[src/rtl/conv_frame_sequencer_if.sv]
// Bundle of signals between the frame sequencer and its input RAM, convolution engine and output RAM.
// The master modport is the sequencer side. The slave modport is the environment side.
interface conv_frame_sequencer_if #(
    parameter int DATA_WIDTH = 24,
    parameter int ADDR_W     = 10,
    parameter int OUT_ADDR_W = 10
);
    logic                  start;
    logic                  busy;
    logic                  done;
    logic                  error;
    logic                  rd_en;
    logic [ADDR_W-1:0]     rd_addr;
    logic [DATA_WIDTH-1:0] rd_data;
    logic [DATA_WIDTH-1:0] conv_data_in;
    logic                  conv_valid_in;
    logic [DATA_WIDTH-1:0] conv_data_out;
    logic                  conv_valid_out;
    logic                  wr_en;
    logic [OUT_ADDR_W-1:0] wr_addr;
    logic [DATA_WIDTH-1:0] wr_data;

    modport master (
        input  start,
        output busy, done, error,
        output rd_en, rd_addr,
        input  rd_data,
        output conv_data_in, conv_valid_in,
        input  conv_data_out, conv_valid_out,
        output wr_en, wr_addr, wr_data
    );

    modport slave (
        output start,
        input  busy, done, error,
        input  rd_en, rd_addr,
        output rd_data,
        input  conv_data_in, conv_valid_in,
        output conv_data_out, conv_valid_out,
        input  wr_en, wr_addr, wr_data
    );
endinterface

[src/rtl/conv_frame_sequencer.sv]
// Frame controller for a streaming 2-D convolution engine. It streams one frame out of the input RAM
// and writes only the full-window (non-border) results to the output RAM.
module conv_frame_sequencer #(
    parameter int DATA_WIDTH = 24,
    parameter int IMG_W      = 32,
    parameter int IMG_H      = 32,
    parameter int K          = 5,
    parameter int ADDR_W     = 10,
    parameter int OUT_ADDR_W = 10,
    parameter int TIMEOUT    = 1024
) (
    input logic clk,
    input logic rst,
    conv_frame_sequencer_if.master bus
);
    localparam int N      = IMG_W * IMG_H;
    localparam int COL_W  = (IMG_W > 1) ? $clog2(IMG_W) : 1;
    localparam int ROW_W  = (IMG_H > 1) ? $clog2(IMG_H) : 1;
    localparam int RET_W  = (N > 1) ? $clog2(N) : 1;
    localparam int IDLE_W = $clog2(TIMEOUT + 1);

    localparam logic [COL_W-1:0]  COL_LAST  = COL_W'(IMG_W - 1);
    localparam logic [COL_W-1:0]  COL_MIN   = COL_W'(K - 1);
    localparam logic [ROW_W-1:0]  ROW_MIN   = ROW_W'(K - 1);
    localparam logic [RET_W-1:0]  RET_LAST  = RET_W'(N - 1);
    localparam logic [ADDR_W-1:0] ADDR_LAST = ADDR_W'(N - 1);
    localparam logic [IDLE_W-1:0] IDLE_LAST = IDLE_W'(TIMEOUT - 1);

    typedef enum logic [1:0] {IDLE, FETCH, DRAIN} state_t;

    state_t                  state;
    logic                    busy;
    logic                    done;
    logic                    error;
    logic                    rd_en;
    logic [ADDR_W-1:0]       rd_addr;
    logic                    conv_valid_in;
    logic [OUT_ADDR_W-1:0]   wr_addr;
    logic [COL_W-1:0]        out_col;
    logic [ROW_W-1:0]        out_row;
    logic [RET_W-1:0]        ret_cnt;
    logic [IDLE_W-1:0]       idle_cnt;

    logic ret_ok;
    logic last_ret;
    logic wr_en;

    // Engine results only count while a frame is in flight; stragglers after a reset are dropped.
    assign ret_ok   = bus.conv_valid_out & busy;
    assign last_ret = ret_ok & (ret_cnt == RET_LAST);
    assign wr_en    = ret_ok & (out_row >= ROW_MIN) & (out_col >= COL_MIN);

    assign bus.busy          = busy;
    assign bus.done          = done;
    assign bus.error         = error;
    assign bus.rd_en         = rd_en;
    assign bus.rd_addr       = rd_addr;
    assign bus.conv_data_in  = bus.rd_data;
    assign bus.conv_valid_in = conv_valid_in;
    assign bus.wr_en         = wr_en;
    assign bus.wr_addr       = wr_addr;
    assign bus.wr_data       = bus.conv_data_out;

    always_ff @(posedge clk) begin
        if (rst) begin
            state         <= IDLE;
            busy          <= 1'b0;
            done          <= 1'b0;
            error         <= 1'b0;
            rd_en         <= 1'b0;
            rd_addr       <= '0;
            conv_valid_in <= 1'b0;
            wr_addr       <= '0;
            out_col       <= '0;
            out_row       <= '0;
            ret_cnt       <= '0;
            idle_cnt      <= '0;
        end else begin
            done          <= 1'b0;
            conv_valid_in <= rd_en;

            if (ret_ok) begin
                if (out_col == COL_LAST) begin
                    out_col <= '0;
                    out_row <= out_row + ROW_W'(1);
                end else begin
                    out_col <= out_col + COL_W'(1);
                end
                ret_cnt <= ret_cnt + RET_W'(1);
            end
            if (wr_en) begin
                wr_addr <= wr_addr + OUT_ADDR_W'(1);
            end

            case (state)
                IDLE: begin
                    if (bus.start) begin
                        error    <= 1'b0;
                        rd_addr  <= '0;
                        wr_addr  <= '0;
                        out_col  <= '0;
                        out_row  <= '0;
                        ret_cnt  <= '0;
                        idle_cnt <= '0;
                        rd_en    <= 1'b1;
                        busy     <= 1'b1;
                        state    <= FETCH;
                    end
                end
                FETCH: begin
                    if (rd_addr == ADDR_LAST) begin
                        rd_en <= 1'b0;
                        state <= DRAIN;
                    end else begin
                        rd_addr <= rd_addr + ADDR_W'(1);
                    end
                end
                DRAIN: begin
                    // The error flag rises on the same edge at which the idle count reaches TIMEOUT.
                    if (bus.conv_valid_out) begin
                        idle_cnt <= '0;
                    end else if (idle_cnt == IDLE_LAST) begin
                        error <= 1'b1;
                        busy  <= 1'b0;
                        state <= IDLE;
                    end else begin
                        idle_cnt <= idle_cnt + IDLE_W'(1);
                    end
                end
                default: begin
                    state <= IDLE;
                end
            endcase

            if (last_ret) begin
                rd_en <= 1'b0;
                busy  <= 1'b0;
                done  <= 1'b1;
                state <= IDLE;
            end
        end
    end
endmodule

[src/flat_wrapper.sv]
// flat-port wrapper written by rule: the top's interface ports become plain ports
module conv_frame_sequencer_flat 
#(
    parameter int DATA_WIDTH = 24,
    parameter int IMG_W      = 32,
    parameter int IMG_H      = 32,
    parameter int K          = 5,
    parameter int ADDR_W     = 10,
    parameter int OUT_ADDR_W = 10,
    parameter int TIMEOUT    = 1024
)
  (clk, rst, bus_start, bus_busy, bus_done, bus_error, bus_rd_en, bus_rd_addr, bus_rd_data, bus_conv_data_in, bus_conv_valid_in, bus_conv_data_out, bus_conv_valid_out, bus_wr_en, bus_wr_addr, bus_wr_data);
  conv_frame_sequencer_if #(.DATA_WIDTH(DATA_WIDTH), .ADDR_W(ADDR_W), .OUT_ADDR_W(OUT_ADDR_W)) bus_i ();
  input logic clk;
  input logic rst;
  input wire logic [$bits(bus_i.start)-1:0] bus_start;
  output wire logic [$bits(bus_i.busy)-1:0] bus_busy;
  output wire logic [$bits(bus_i.done)-1:0] bus_done;
  output wire logic [$bits(bus_i.error)-1:0] bus_error;
  output wire logic [$bits(bus_i.rd_en)-1:0] bus_rd_en;
  output wire logic [$bits(bus_i.rd_addr)-1:0] bus_rd_addr;
  input wire logic [$bits(bus_i.rd_data)-1:0] bus_rd_data;
  output wire logic [$bits(bus_i.conv_data_in)-1:0] bus_conv_data_in;
  output wire logic [$bits(bus_i.conv_valid_in)-1:0] bus_conv_valid_in;
  input wire logic [$bits(bus_i.conv_data_out)-1:0] bus_conv_data_out;
  input wire logic [$bits(bus_i.conv_valid_out)-1:0] bus_conv_valid_out;
  output wire logic [$bits(bus_i.wr_en)-1:0] bus_wr_en;
  output wire logic [$bits(bus_i.wr_addr)-1:0] bus_wr_addr;
  output wire logic [$bits(bus_i.wr_data)-1:0] bus_wr_data;
  assign bus_i.start = bus_start;
  assign bus_busy = bus_i.busy;
  assign bus_done = bus_i.done;
  assign bus_error = bus_i.error;
  assign bus_rd_en = bus_i.rd_en;
  assign bus_rd_addr = bus_i.rd_addr;
  assign bus_i.rd_data = bus_rd_data;
  assign bus_conv_data_in = bus_i.conv_data_in;
  assign bus_conv_valid_in = bus_i.conv_valid_in;
  assign bus_i.conv_data_out = bus_conv_data_out;
  assign bus_i.conv_valid_out = bus_conv_valid_out;
  assign bus_wr_en = bus_i.wr_en;
  assign bus_wr_addr = bus_i.wr_addr;
  assign bus_wr_data = bus_i.wr_data;
  conv_frame_sequencer #(.DATA_WIDTH(DATA_WIDTH), .IMG_W(IMG_W), .IMG_H(IMG_H), .K(K), .ADDR_W(ADDR_W), .OUT_ADDR_W(OUT_ADDR_W), .TIMEOUT(TIMEOUT)) u_core (.clk(clk), .rst(rst), .bus(bus_i));
endmodule
[config.mk]
export PLATFORM = sky130hd
export DESIGN_NAME = conv_frame_sequencer_flat
export DESIGN_NICKNAME = d
export VERILOG_FILES = /design/src/rtl/conv_frame_sequencer_if.sv /design/src/rtl/conv_frame_sequencer.sv /design/src/flat_wrapper.sv
export SDC_FILE = /design/constraint.sdc
export NUM_CORES = 1
export LEC_CHECK = 0
export ABC_AREA = 1
export CORE_AREA = 10 10 148 82
export CTS_BUF_LIST = sky130_fd_sc_hd__clkbuf_8
export CTS_CLUSTER_DIAMETER = 120
export DETAILED_ROUTE_END_ITERATION = 10
export DIE_AREA = 0 0 158 92
export GPL_ROUTABILITY_DRIVEN = 0
export PLACE_DENSITY_LB_ADDON = 0.1
export SLEW_MARGIN = 20
export SYNTH_ARGS = -nofsm -noshare
export SYNTH_HDL_FRONTEND = slang
export SYNTH_SLANG_ARGS = --single-unit
[constraint.sdc]
create_clock -name clk -period 1.8 [get_ports clk]
set_input_delay 0.45 -clock clk [delete_from_list [all_inputs] [get_ports clk]]
set_output_delay 0.45 -clock clk [all_outputs]
set_load 0.02 [all_outputs]
== Word level (Yosys, flattened, before mapping) ==
Index checks and enable logic that the tools add are counted.

* Flip-flop bits (word level): 58
* Input port bits: 52
* Output and inout port bits: 74
* Word-level logic and storage cells: 82

* $add $sub $neg: 6
* Order comparisons: 2
* Equal/unequal tests: 12
* Multiplexer cells: 37
* Bitwise logic cells: 4
* Reductions and logical operators: 9

{| class="wikitable"
|+ Operators with widths
! kind !! count
|-
| $mux 10 || 8
|-
| $mux 5 || 8
|-
| $mux 11 || 3
|-
| $add 10x1->10 const B || 3
|-
| $pmux 11 s2 || 1
|-
| $eq 10x10->1 const B || 2
|-
| $pmux 10 s2 || 1
|-
| $add 11x1->11 const B || 1
|-
| $eq 11x10->1 const B || 1
|-
| $add 5x1->5 const B || 2
|-
| $ge 5x3->1 const B || 2
|-
| $reduce_and 3->1 || 3
|-
| $mux 1 || 8
|-
| $mux 2 || 4
|-
| $reduce_and 4->1 || 2
|-
| $ne 2x2->1 const B || 3
|-
| $pmux 1 s2 || 3
|-
| $pmux 2 s3 || 1
|-
| $eq 5x5->1 const B || 1
|-
| $and 1x1->1 || 4
|-
| $ne 2x1->1 const B || 2
|-
| $reduce_bool 2->1 || 2
|-
| $ne 3x3->1 const B || 1
|-
| $eq 2x1->1 const B || 1
|-
| 3 further kinds || 3
|}

== Depth between registers and ports, before layout ==
* Depth after elaboration: 6
* Gate-level depth with buffers: 10
* Depth with buffers taken out: 10

== Worst setup path before layout ==
OpenSTA, ideal clock, no wires.

* Kind: register to register
* Start point: reg u_core.rd_addr[0] (netlist: u_core.bus.rd_addr[0])
* End point: reg u_core.rd_addr[1] (netlist: u_core.bus.rd_addr[1])
* Setup time: 118 ps
* Arrival time: 1487 ps
* Required time: 1682 ps
* Slack: 195 ps
* Cell stages (with the launch flop): 9
* Buffers on the path: 0
* Period minus slack after synthesis: 1605 ps
* Path through: dfxtp_1 ha_1 nand2_1 nor2_1 nand3b_1 nand2_2 nand2_4 o21ai_0 nor2_1

* Word-level cells in the longest chain between the ends: 3
* Elaborated cells on any way between the ends: 6
* Classes of those cells: 1 x add/sub; 2 x eq/ne; 2 x mux; 1 x reduce/logical

{| class="wikitable"
|+ RTL lines
! item !! line !! RTL
|-
| start: declaration || conv_frame_sequencer.sv:36 || <nowiki>logic [ADDR_W-1:0] rd_addr;</nowiki>
|-
| start signal: assignment || conv_frame_sequencer.sv:115 || <nowiki>rd_addr <= rd_addr + ADDR_W'(1);</nowiki>
|-
| $add 10x1->10 / $eq 10x10->1 (equally long branches) || conv_frame_sequencer.sv:115, conv_frame_sequencer.sv:111 ||
|-
| $mux 10 / $ne 2x2->1 (equally long branches) || n/a ||
|-
| $pmux 10 s2 / $reduce_and 3->1 (equally long branches) || n/a ||
|}

Parallel ways exist; a longest one is shown, timed or not. The select of a mux whose other input is x is not followed.
A chain may end at the register's enable or synchronous reset.

== Final worst setup path ==
* Start point: reg u_core.error (netlist: u_core.bus.error)
* End point: out bus_error

{| class="wikitable"
|+ RTL lines
! item !! line !! RTL
|-
| start: declaration || conv_frame_sequencer.sv:34 || <nowiki>logic error;</nowiki>
|-
| start signal: assignment || conv_frame_sequencer.sv:69 || <nowiki>error <= 1'b0;</nowiki>
|-
| start signal: assignment || conv_frame_sequencer.sv:98 || <nowiki>error <= 1'b0;</nowiki>
|-
| start signal: assignment || conv_frame_sequencer.sv:123 || <nowiki>error <= 1'b1;</nowiki>
|-
| end: declaration || flat_wrapper.sv:19 || <nowiki>output wire logic [$bits(bus_i.error)-1:0] bus_error;</nowiki>
|}

No word-level cell between the ends.

==> impl_metrics.yaml <==
yosys:
  ys_seq_area_share_pct: 34.72
  async_flop_share_pct: 0
  synthCells: 473
  post-synth-top-count-cell: "nand2_1"
  syn_nets: 534
  yosys-top-cells-count: "91 x nand2_1, 64 x inv_1, 58 x dfxtp_1"
  avgSynthCellArea_um2: 7.071
  synthFlopType: "dfxtp_1"
  synth_seq_cells: 58
  netlist-cell-type-count: 36
  netlist.area_leader.share_pct: 34.72
  synth_largest_area_cell: "dfxtp_1"
  syn-cell-area_um2: 3344
  ys_warn_count: 0
  synth_edf_count: 0
  ys_top_cells_by_area: "dfxtp_1 35%, buf_4 11%, nand2_1 10%"
clock_tree:
  postCtsSetupBuffers: 0
  cts_tree: "yes"
  cts_made_buffers: 9
  htreeDepth: 3
  clk_latency_ns: 0.34
  clkTransAtPathRegs_ns: 0.06
  cts_sinks: 58
  ctsRootBufferMaster: "clkbuf_8"
  cts.path.max_buffers: 2
timing:
  finalSetupViolations: 0
  max_freq_ghz: 0.5762
  tns_ns: 0
  drv_slew: 0
  worst_pin_slew_ns: 0.5676
  fin_crit_ns: 1.736
  period_share_pct: 96.42
  hold_viol: 0
  slew_headroom_pct: 62.02
  rsz0062_at_grt: "false"
  clock_skew_ns: 0.008195
power:
  comb_power_share_pct: 8.8
  vdd_drop_max_mv: 0.3281
  p_int_mw: 2.049
  p_leak_nw: 1.704
  swShare_pct: 24.85
  p_sw_mw: 0.6773
  pwr-share-clk_pct: 42.6
  powerDensity_nw_per_um2: 717.2
  p_seq_share_pct: 48.5
cells_and_area:
  stdcell_area_um2: 3801
  synthToLayoutAreaGrowth_pct: 13.66
  fillers: 1067
  diodes: 0
  multi_input_area_um2: 1543
  layout-drive-gt1-share_pct: 14.95
  ff_latch_area_um2: 1162
  nNetsFinal: 552
min_path:
  hold_class: "register to register"
worst_setup_path:
  endpoint: "bus_error"
  worstPathCellList: "clkdlybuf4s50_1"
  crit_path_max_incr_delay_ns: 0.61
  worstSetupEndpointType: "output port"
  slowest_stage: "clkdlybuf4s50_1"
  cp.required_ns: 1.35
  rrSetupSlack_ns: 0.17
  regToRegEndpoint: "u_core.idle_cnt[3]"
  cp_num_buf_inv: 1
  worstSetupPathType: "register to output port"
  critPathLaunch: "u_core.bus.error"
  r2r-start: "u_core.idle_cnt[0]"
  r2r_cells: 8
  cp_num_cells: 1
  cp.arrival_ns: 1.29
  critical-path-top-delay-family: "buffers and inverters"
  cp_max_fo: 2
  startpoint_type: "register"
die:
  rows: 26
  dieHeight_um: 92
  io_pins: 126
  start_util_pct: 34.38
  die_w_um: 158
  die_area_um2: 14540
  core_um2: 9727
routing:
  num_vias: 2803
  detail_route.vias_per_cell: 4.514
  drc_errors: 0
  first_iter_violations: 142
  ant_nets: 0
  firstDrtPassIters: 4
  detail_route.wl_per_cell_um: 12.48
  wl_mm: 7.748
placed_design:
  io_buffers: 29
  dp_hpwl_mm: 5.927
  place_area_um2: 3645
status:
  outcome: "completed"
global_routing:
  grt_start_max_net_pins: 19
  overflow: 0
  antenna_found_initial: 0
  first_global_vias: 2654
  grt_pass1_wl_mm: 12.91
  grtUsageTotal_pct: 11.17
job:
  cap_violations: 0
## cell type report
cell class | instances | share of cell area, %
inverters | 66 | 6.583
clock buffers | 10 | 3.621
clock inverters | 5 | 1.251
repair buffers | 60 | 13.23
flip-flops and latches | 58 | 30.58
well taps | 126 | 4.147
multi-input cells | 296 | 40.59
## routing by layer
layer	share of wire (%)	track usage, %
met4	1.2	3.834
met3	6.7	5.175
met5	0	0
met1	52	15.26
met2	40	14.94
## logic make-up (layout without fill, tap and decap cells)
logic type / after synthesis / in the layout / share of synthesized area (%)
compound gates: 67 / 67 / 10.62
simple gates: 219 / 219 / 31.80
xor+xnor: 1 / 1 / 0.2619
fa+ha+maj: 9 / 9 / 3.367
buf+inv: 119 / 141 / 19.23
flops: 58 / 58 / 34.72
## how the worst min path moves through the flow
stage / start / to / slack (ns) / depth (start not counted)
floorplan: u_core.idle_cnt[10] / u_core.idle_cnt[10] / 0.42 / 2
global placement: u_core.idle_cnt[10] / u_core.idle_cnt[10] / 0.43 / 2
detailed placement: u_core.idle_cnt[10] / u_core.idle_cnt[10] / 0.44 / 2
CTS: u_core.idle_cnt[10] / u_core.idle_cnt[10] / 0.45 / 2
global route: u_core.idle_cnt[10] / u_core.idle_cnt[10] / 0.47 / 2
finish: u_core.idle_cnt[10] / u_core.idle_cnt[10] / 0.45 / 2
## flip-flops by register name, summed over array words and instances (netlist names)
name                      count
u_core.out_row                5
u_core.state                  2
u_core.bus.rd_en              1
u_core.ret_cnt               10
u_core.bus.conv_valid_in      1
u_core.bus.rd_addr           10
u_core.bus.done               1
u_core.bus.busy               1
u_core.out_col                5
u_core.idle_cnt              11
u_core.bus.error              1
u_core.bus.wr_addr           10
## power by group through the flow
stage,clock [mW],sequential (mW),combinational [mW]
2_1_floorplan,0,1.37,0.280
3_3_place_gp,0,1.35,0.254
3_5_place_dp,0,1.35,0.255
4_1_cts,1.21,1.32,0.248
5_1_grt,1.27,1.33,0.273
6_report,1.16,1.32,0.241
## worst reg2reg max path: cells and delay by family, from the launching register on
kind | cells | cell delay (ns)
adders and majority gates | 1 | 0.20
DFF | 1 | 0.39
AOI/OAI and AO/OA | 1 | 0.10
and+or+nand+nor | 6 | 0.85
## stage by stage
step | hold slack [ns] | worst slack (ns) | instances | total power [mW] | utilization [%]
finish | 0.4467 | 0.06441 | 621 | 2.726 | 39.08
CTS | 0.4496 | 0.02437 | 621 | 2.780 | 39.10
detailed placement | 0.4393 | -0.5339 | 606 | 1.607 | 37.47
global placement | 0.4326 | -0.5432 | 606 | 1.607 | 37.47
floorplan | 0.4218 | 0.1953 | 473 | 1.645 | -
global route | 0.4695 | 0.001188 | 621 | 2.866 | 39.08
## what timing repair did
action / in CTS / in global routing
endpoints found under the setup margin: 22 / 3
pin swaps: 0 / 1
gates resized for setup: 25 / 3
hold buffers: 0 / 0
## layout by cell type (no fill, tap or decap), types with 2 or more instances in the layout
cell,netlist,layout
nor3_4,2,2
nor3_1,10,10
nor3_2,2,2
a21oi_1,33,33
clkinv_2,0,2
nand2_1,91,91
dlygate4sd2_1,0,22
nor2_4,2,2
inv_1,64,66
a22oi_1,2,2
nor3b_1,3,3
nor2_2,3,3
dfxtp_1,58,57
o21ai_0,25,25
or2_2,2,2
clkdlybuf4s50_1,0,6
nand4_1,10,10
buf_4,49,30
nand2_2,7,7
nand3_1,27,27
nand2_4,4,4
nor2_1,51,51
a31oi_1,2,2
clkbuf_8,0,10
o21bai_1,2,2
ha_1,9,8
No activity file was read; power rests on OpenSTA's default activity.
==> variant 1, RTL diff (same flow settings) <==
`IMG_W` is set to 32 in 2 places; all go to 16.
--- a/src/rtl/conv_frame_sequencer.sv
+++ b/src/rtl/conv_frame_sequencer.sv
@@ -4,3 +4,3 @@
     parameter int DATA_WIDTH = 24,
-    parameter int IMG_W      = 32,
+    parameter int IMG_W      = 16,
     parameter int IMG_H      = 32,
--- a/src/flat_wrapper.sv
+++ b/src/flat_wrapper.sv
@@ -4,3 +4,3 @@
     parameter int DATA_WIDTH = 24,
-    parameter int IMG_W      = 32,
+    parameter int IMG_W      = 16,
     parameter int IMG_H      = 32,
Behaviour: same outputs for any inputs over 10 cycles, from zero or initial values and one cycle with rst high; that may be too few to reach the edited logic, so the function may still have changed.
==> variant 1 against the unedited design <==
Area after synthesis down 2.1%; utilization down 0.58 points; wire length up 0.98%; design area down 1.5%; clock skew up 0.0062 ns; worst setup slack better by 0.0035 ns; count of clock-buffer cells in the layout down 5; synthesized cell count down 0.85%; first-iteration DRC count up 9.9%; critical endpoint is now bus_wr_addr[3]; sequential power down 4%; via count up 0.43%; power down 12%; non-clock buffer count up 5; sequential cell count down 2.
==> variant 1: results (changes against the unedited design) <==
Outcome
  • Outcome: completed

STA
  • Slew margin rel.: 0.7913 (+0.1711)
  • Tcrit/Tclk final: 0.9623 (-0.001941)
  • Hold_ws: 0.4508 ns (+0.004163 ns)
  • Max-slew violations: 0 (unchanged)
  • Clk_skew: 0.01443 ns (+0.006239 ns)

Yosys
  • Most frequent cells after synthesis: 101 x nand2_1, 59 x inv_1, 56 x dfxtp_1
  • Post-synth top flop: dfxtp_1
  • Sequential fraction of the synthesis area: 0.3422 (-0.004929)
  • Syn nets: 529 (-0.94%)
  • Post-synth ARST share: 0 (unchanged)
  • Synth top area cells: dfxtp_1 34%, nand2_1 12%, buf_4 11%
  • Yosys warning total: 0 (unchanged)
  • Yosys cell types: 36 (unchanged)

Clocking
  • Clk_lat worst skew: 0.32 ns (-0.02 ns)
  • CTS clk-pin slew, worst paths: 0.11 ns (+0.05 ns)
  • H-tree depth: 2 (-1)
  • CTS Root Cell: clkbuf_8
  • Setup bufs post-CTS: 0 (unchanged)
  • CTS Buf Count: 5 (-4)
  • Clock Tree Buf Depth: 2 (unchanged)

Route
  • Drt first pass iters: 4 (unchanged)
  • Via density per instance: 4.585 (+1.6%)
  • First DRT Iteration DRCs: 156 (+9.9%)
  • Total wire length: 7.824 mm (+0.98%)
  • DRC viols: 0 (unchanged)

Critical path
  • Critical path's slowest cell: clkdlybuf4s50_1
  • CP startpoint: u_core.bus.wr_addr[3]
  • RR Startpoint: u_core.ret_cnt[0]
  • Reg2reg path depth: 9 (+1)
  • Top delay family on crit path: buffers and inverters
  • Worst EP arrival: 1.28 ns
  • Reg2reg setup slack: 0.20 ns (+0.03 ns)
  • Crit Path Max Fanout: 2 (unchanged)
  • Reg2reg end: u_core.state[1]
  • Max incr delay on CP: 0.62 ns

Final layout
  • Filler cell count: 1039 (-2.6%)
  • Biggest regs: u_core.idle_cnt (11), u_core.bus.rd_addr (10), u_core.bus.wr_addr (10)
  • Ant. Diodes: 0 (unchanged)
  • Layout cells sized above 1: 0.1639 (+0.01444)
  • Nets: 547 (-0.91%)

Power
  • P_leak: 1.730 nW (+1.5%)
  • Pwr dens: 641.2 mW/mm^2 (-11%)
  • Max VDD drop: 0.0003060 V (-6.7%)

GRT
  • First-pass GRT wire length: 13.35 mm (+3.4%)
  • Initial antenna violation count: 0 (unchanged)
  • Via count of the first global-routing pass: 2718 (+2.4%)
  • Largest net degree at the start of global routing: 19 (unchanged)
  • Global-route usage over all layers: 0.1115 (-0.0001414)

Hold path
  • HP Start: u_core.idle_cnt[10]
  • Worst Hold Class: flop to flop
  • Hold path cells: 2 (unchanged)
  • WHS Endpoint: u_core.idle_cnt[10]

Placement
  • Placed cell areas: 0.003607 mm^2 (-1.0%)
  • Pre-CTS setup slack: -0.6274 ns (-0.09356 ns)
  • DP Wirelength: 5.992 mm (+1.1%)
  • Number of buffers added on ports: 29 (unchanged)
variant 1: logic make-up (layout without fill, tap and decap cells):
logic type	count (synthesis)	count (layout)	share of synthesized area
DFF	56	56	0.3422
xor gates and xnor gates	6	6	0.01605
AOI/OAI and AO/OA	59	59	0.09703
adders and majority gates	8	8	0.03056
and+or+nand+nor	223	223	0.3201
buffers and inverters	117	136	0.1940
variant 1: timing repair:
action                                  in CTS  in global routing
endpoints found under the setup margin      18                 13
endpoints found under the hold margin        0                  0
hold buffers                                 0                  0
pin swaps                                    0                  1
resized for setup                           24                 12
variant 1: cell type report:
class                   count  share of cell area
clock inverters             3             0.01236
multi-input cells         296              0.4150
well taps                 126             0.04210
repair buffers             65              0.1493
flip-flops and latches     56              0.2997
clock buffers               5             0.01838
inverters                  63             0.06315
variant 1: where the power goes:
part / switching [mW] / internal [mW] / total (mW) / leakage, nW
Clock: 0.459 / 0.420 / 0.880 / 0.0548
Combinational: 0.155 / 0.0932 / 0.248 / 1.22
Sequential: 0.0149 / 1.26 / 1.27 / 0.454
variant 1: how the worst max path moves through the flow:
stage                                        to  cells after the start
after CTS                             bus_wr_en                      4
after floorplan           u_core.bus.rd_addr[1]                      8
after global placement                bus_wr_en                      6
after detailed placement              bus_wr_en                      6
final                            bus_wr_addr[3]                      1
after global routing             bus_wr_addr[3]                      1
variant 1: metal layers:
layer | share of wire | global-route usage | vias to the layer above | wire length (um)
met2 | 0.36 | 0.1473 | 73 | 2847
met4 | 0.015 | 0.03758 | 0 | 120
met5 | 0 | 0 | - | 0
met1 | 0.55 | 0.1597 | 1241 | 4297
met3 | 0.071 | 0.04196 | 26 | 558
li1 | - | - | 1475 | -
variant 1: worst reg2reg max path, stage by stage, from the launching register on:
cell	delay, ns
dfxtp_1	0.38
ha_1	0.16
inv_1	0.09
nor4_4	0.23
ha_1	0.20
inv_1	0.05
o21ai_0	0.15
buf_4	0.15
a21o_1	0.08
inv_1	0.03
variant 1: through the flow:
stage	cells	TNS, ns
after CTS	614	0
after floorplan	469	0
after global placement	606	-2.010
after detailed placement	606	-2.368
final	614	0
after global routing	614	0
==> variant 2, RTL diff (same settings) <==
Made on the original files. Reset style: asynchronous (`rst`), changed in one clocked block.
--- a/src/rtl/conv_frame_sequencer.sv
+++ b/src/rtl/conv_frame_sequencer.sv
@@ -63,3 +63,3 @@
 
-    always_ff @(posedge clk) begin
+    always_ff @(posedge clk or posedge rst) begin
         if (rst) begin
Formal check against the unedited RTL: differs if rst is asserted again (counterexample within 4 cycles, from zero or initial values and one cycle with rst high); with rst held inactive, the same outputs for 10 cycles.
==> variant 2 against the unedited design <==
Largest cell class unchanged; first-iteration DRC count rose by 75%; sequential cell count did not move; via count fell by 0.54%; fmax rose by 0.56%; highest routed layer unchanged; global-route usage rose by 1.0 points; wire length rose by 7.9%; die area did not move; area after synthesis rose by 6.7%; utilization rose by 2.3 points; design area rose by 5.9%; worst setup slack improved by 0.0097 ns; synthesized cell count fell by 2.7%.
Power is not compared: it rests on default switching activity, and its combinational part moved more than twofold at a synthesized area within 25%.
==> variant 2: results (changes against the unedited design) <==
Placement
  • DP Wirelength: 6.153 mm (+3.8%)
  • Pre-CTS setup slack: -0.5648 ns (-0.03090 ns)

Outcome
  • Outcome: completed

Yosys
  • Synth top area cells: dfrtp_1 41%, buf_4 10%, nand2_1 9.5%
  • Most frequent cells after synthesis: 90 x nand2_1, 58 x dfrtp_1, 53 x inv_1, 53 x nor2_1, 48 x buf_4
  • Synth Area in Adders: 0.03157 (-0.002102)
  • Compound-Gate Fraction of Synth Area: 0.09400 (-0.01225)
  • Sequential fraction of the synthesis area: 0.4069 (+0.05970)
  • Post-Synth XOR/XNOR Area: 0.02455 (+0.02193)
  • Post-synth ARST share: 1.000 (+1.000)
  • Syn nets: 521 (-2.4%)
  • Yosys cell types: 32 (-11%)
  • Post-synth top flop: dfrtp_1

Critical path
  • Crit path to: bus_done
  • Reg2reg end: u_core.out_row[4]
  • Reg2reg path depth: 9 (+1)
  • Reg2reg setup slack: 0.21 ns (+0.04 ns)
  • Crit Path Max Fanout: 1 (-1)
  • RR Startpoint: u_core.out_col[0]

Power
  • Max VDD drop: 0.0002787 V

GRT
  • Via count of the first global-routing pass: 2721 (+2.5%)
  • First-pass GRT wire length: 14.07 mm (+9.0%)
  • Global-route usage over all layers: 0.1221 (+0.01040)

Final layout
  • Filler cell count: 1005 (-5.8%)
  • Bufs w/o clock: 58 (-3.3%)
  • # clk buffers: 11 (+1)
  • Num sequential: 58 (unchanged)
  • Layout cells sized above 1: 0.1497 (+0.0001932)
  • Seq/total area: 0.3608 (+0.05499)
  • Inverter count: 58 (-12%)
  • Nets: 538 (-2.5%)
  • Comb_multi_in: 292 (-1.4%)
  • Clock tree cell share of total cell area: 0.04226 (-0.006454)

STA
  • Hold_ws: 0.4740 ns (+0.02730 ns)
  • Slew margin rel.: 0.7789 (+0.1587)
  • Post-route worst setup slack: 0.07415 ns (+0.009733 ns)
  • Clk_skew: 0.008517 ns (+0.0003222 ns)

Route
  • Via count: 2788 (-0.54%)
  • Drt first pass iters: 5 (+1)
  • DR WL/cell: 13.77 um (+10%)
  • First DRT Iteration DRCs: 249 (+75%)

Hold path
  • Hold path cells: 0 (-2)
  • WHS Endpoint: u_core.bus.conv_valid_in
  • HP Start: u_core.bus.rd_en

Clocking
  • CTS Buf Count: 9 (unchanged)
  • Post-cts sizing count: 27 (+8.0%)
  • CTS Root Cell: clkbuf_8
  • Clk_lat worst skew: 0.34 ns (about the same)
[variant 2: cell types whose count changed after synthesis, moves of 3 or more]
cell | unedited run | this run
nor3_1 | 10 | 2
nand4_1 | 10 | 15
nor3b_1 | 3 | 0
o21ai_0 | 25 | 33
dfxtp_1 | 58 | 0
a21oi_1 | 33 | 26
nand3_1 | 27 | 30
dfrtp_1 | 0 | 58
xor2_1 | 1 | 9
inv_1 | 64 | 53
[variant 2: per-stage QoR]
stage	setup TNS (ns)	utilization	cell area, um^2	std cells
floorplan	0	-	3571	460
global placement	-4.251	0.3993	3884	592
detailed placement	-4.521	0.3993	3884	592
CTS	0	0.4139	4026	607
global route	0	0.4139	4026	607
finish	0	0.4139	4026	607
[variant 2: metal layers]
metal,global-route usage,share of wire,vias to the layer above
li1,-,-,1457
met1,0.1867,0.57,1236
met2,0.1361,0.34,71
met3,0.05361,0.069,24
met4,0.05291,0.017,0
met5,0,0,-
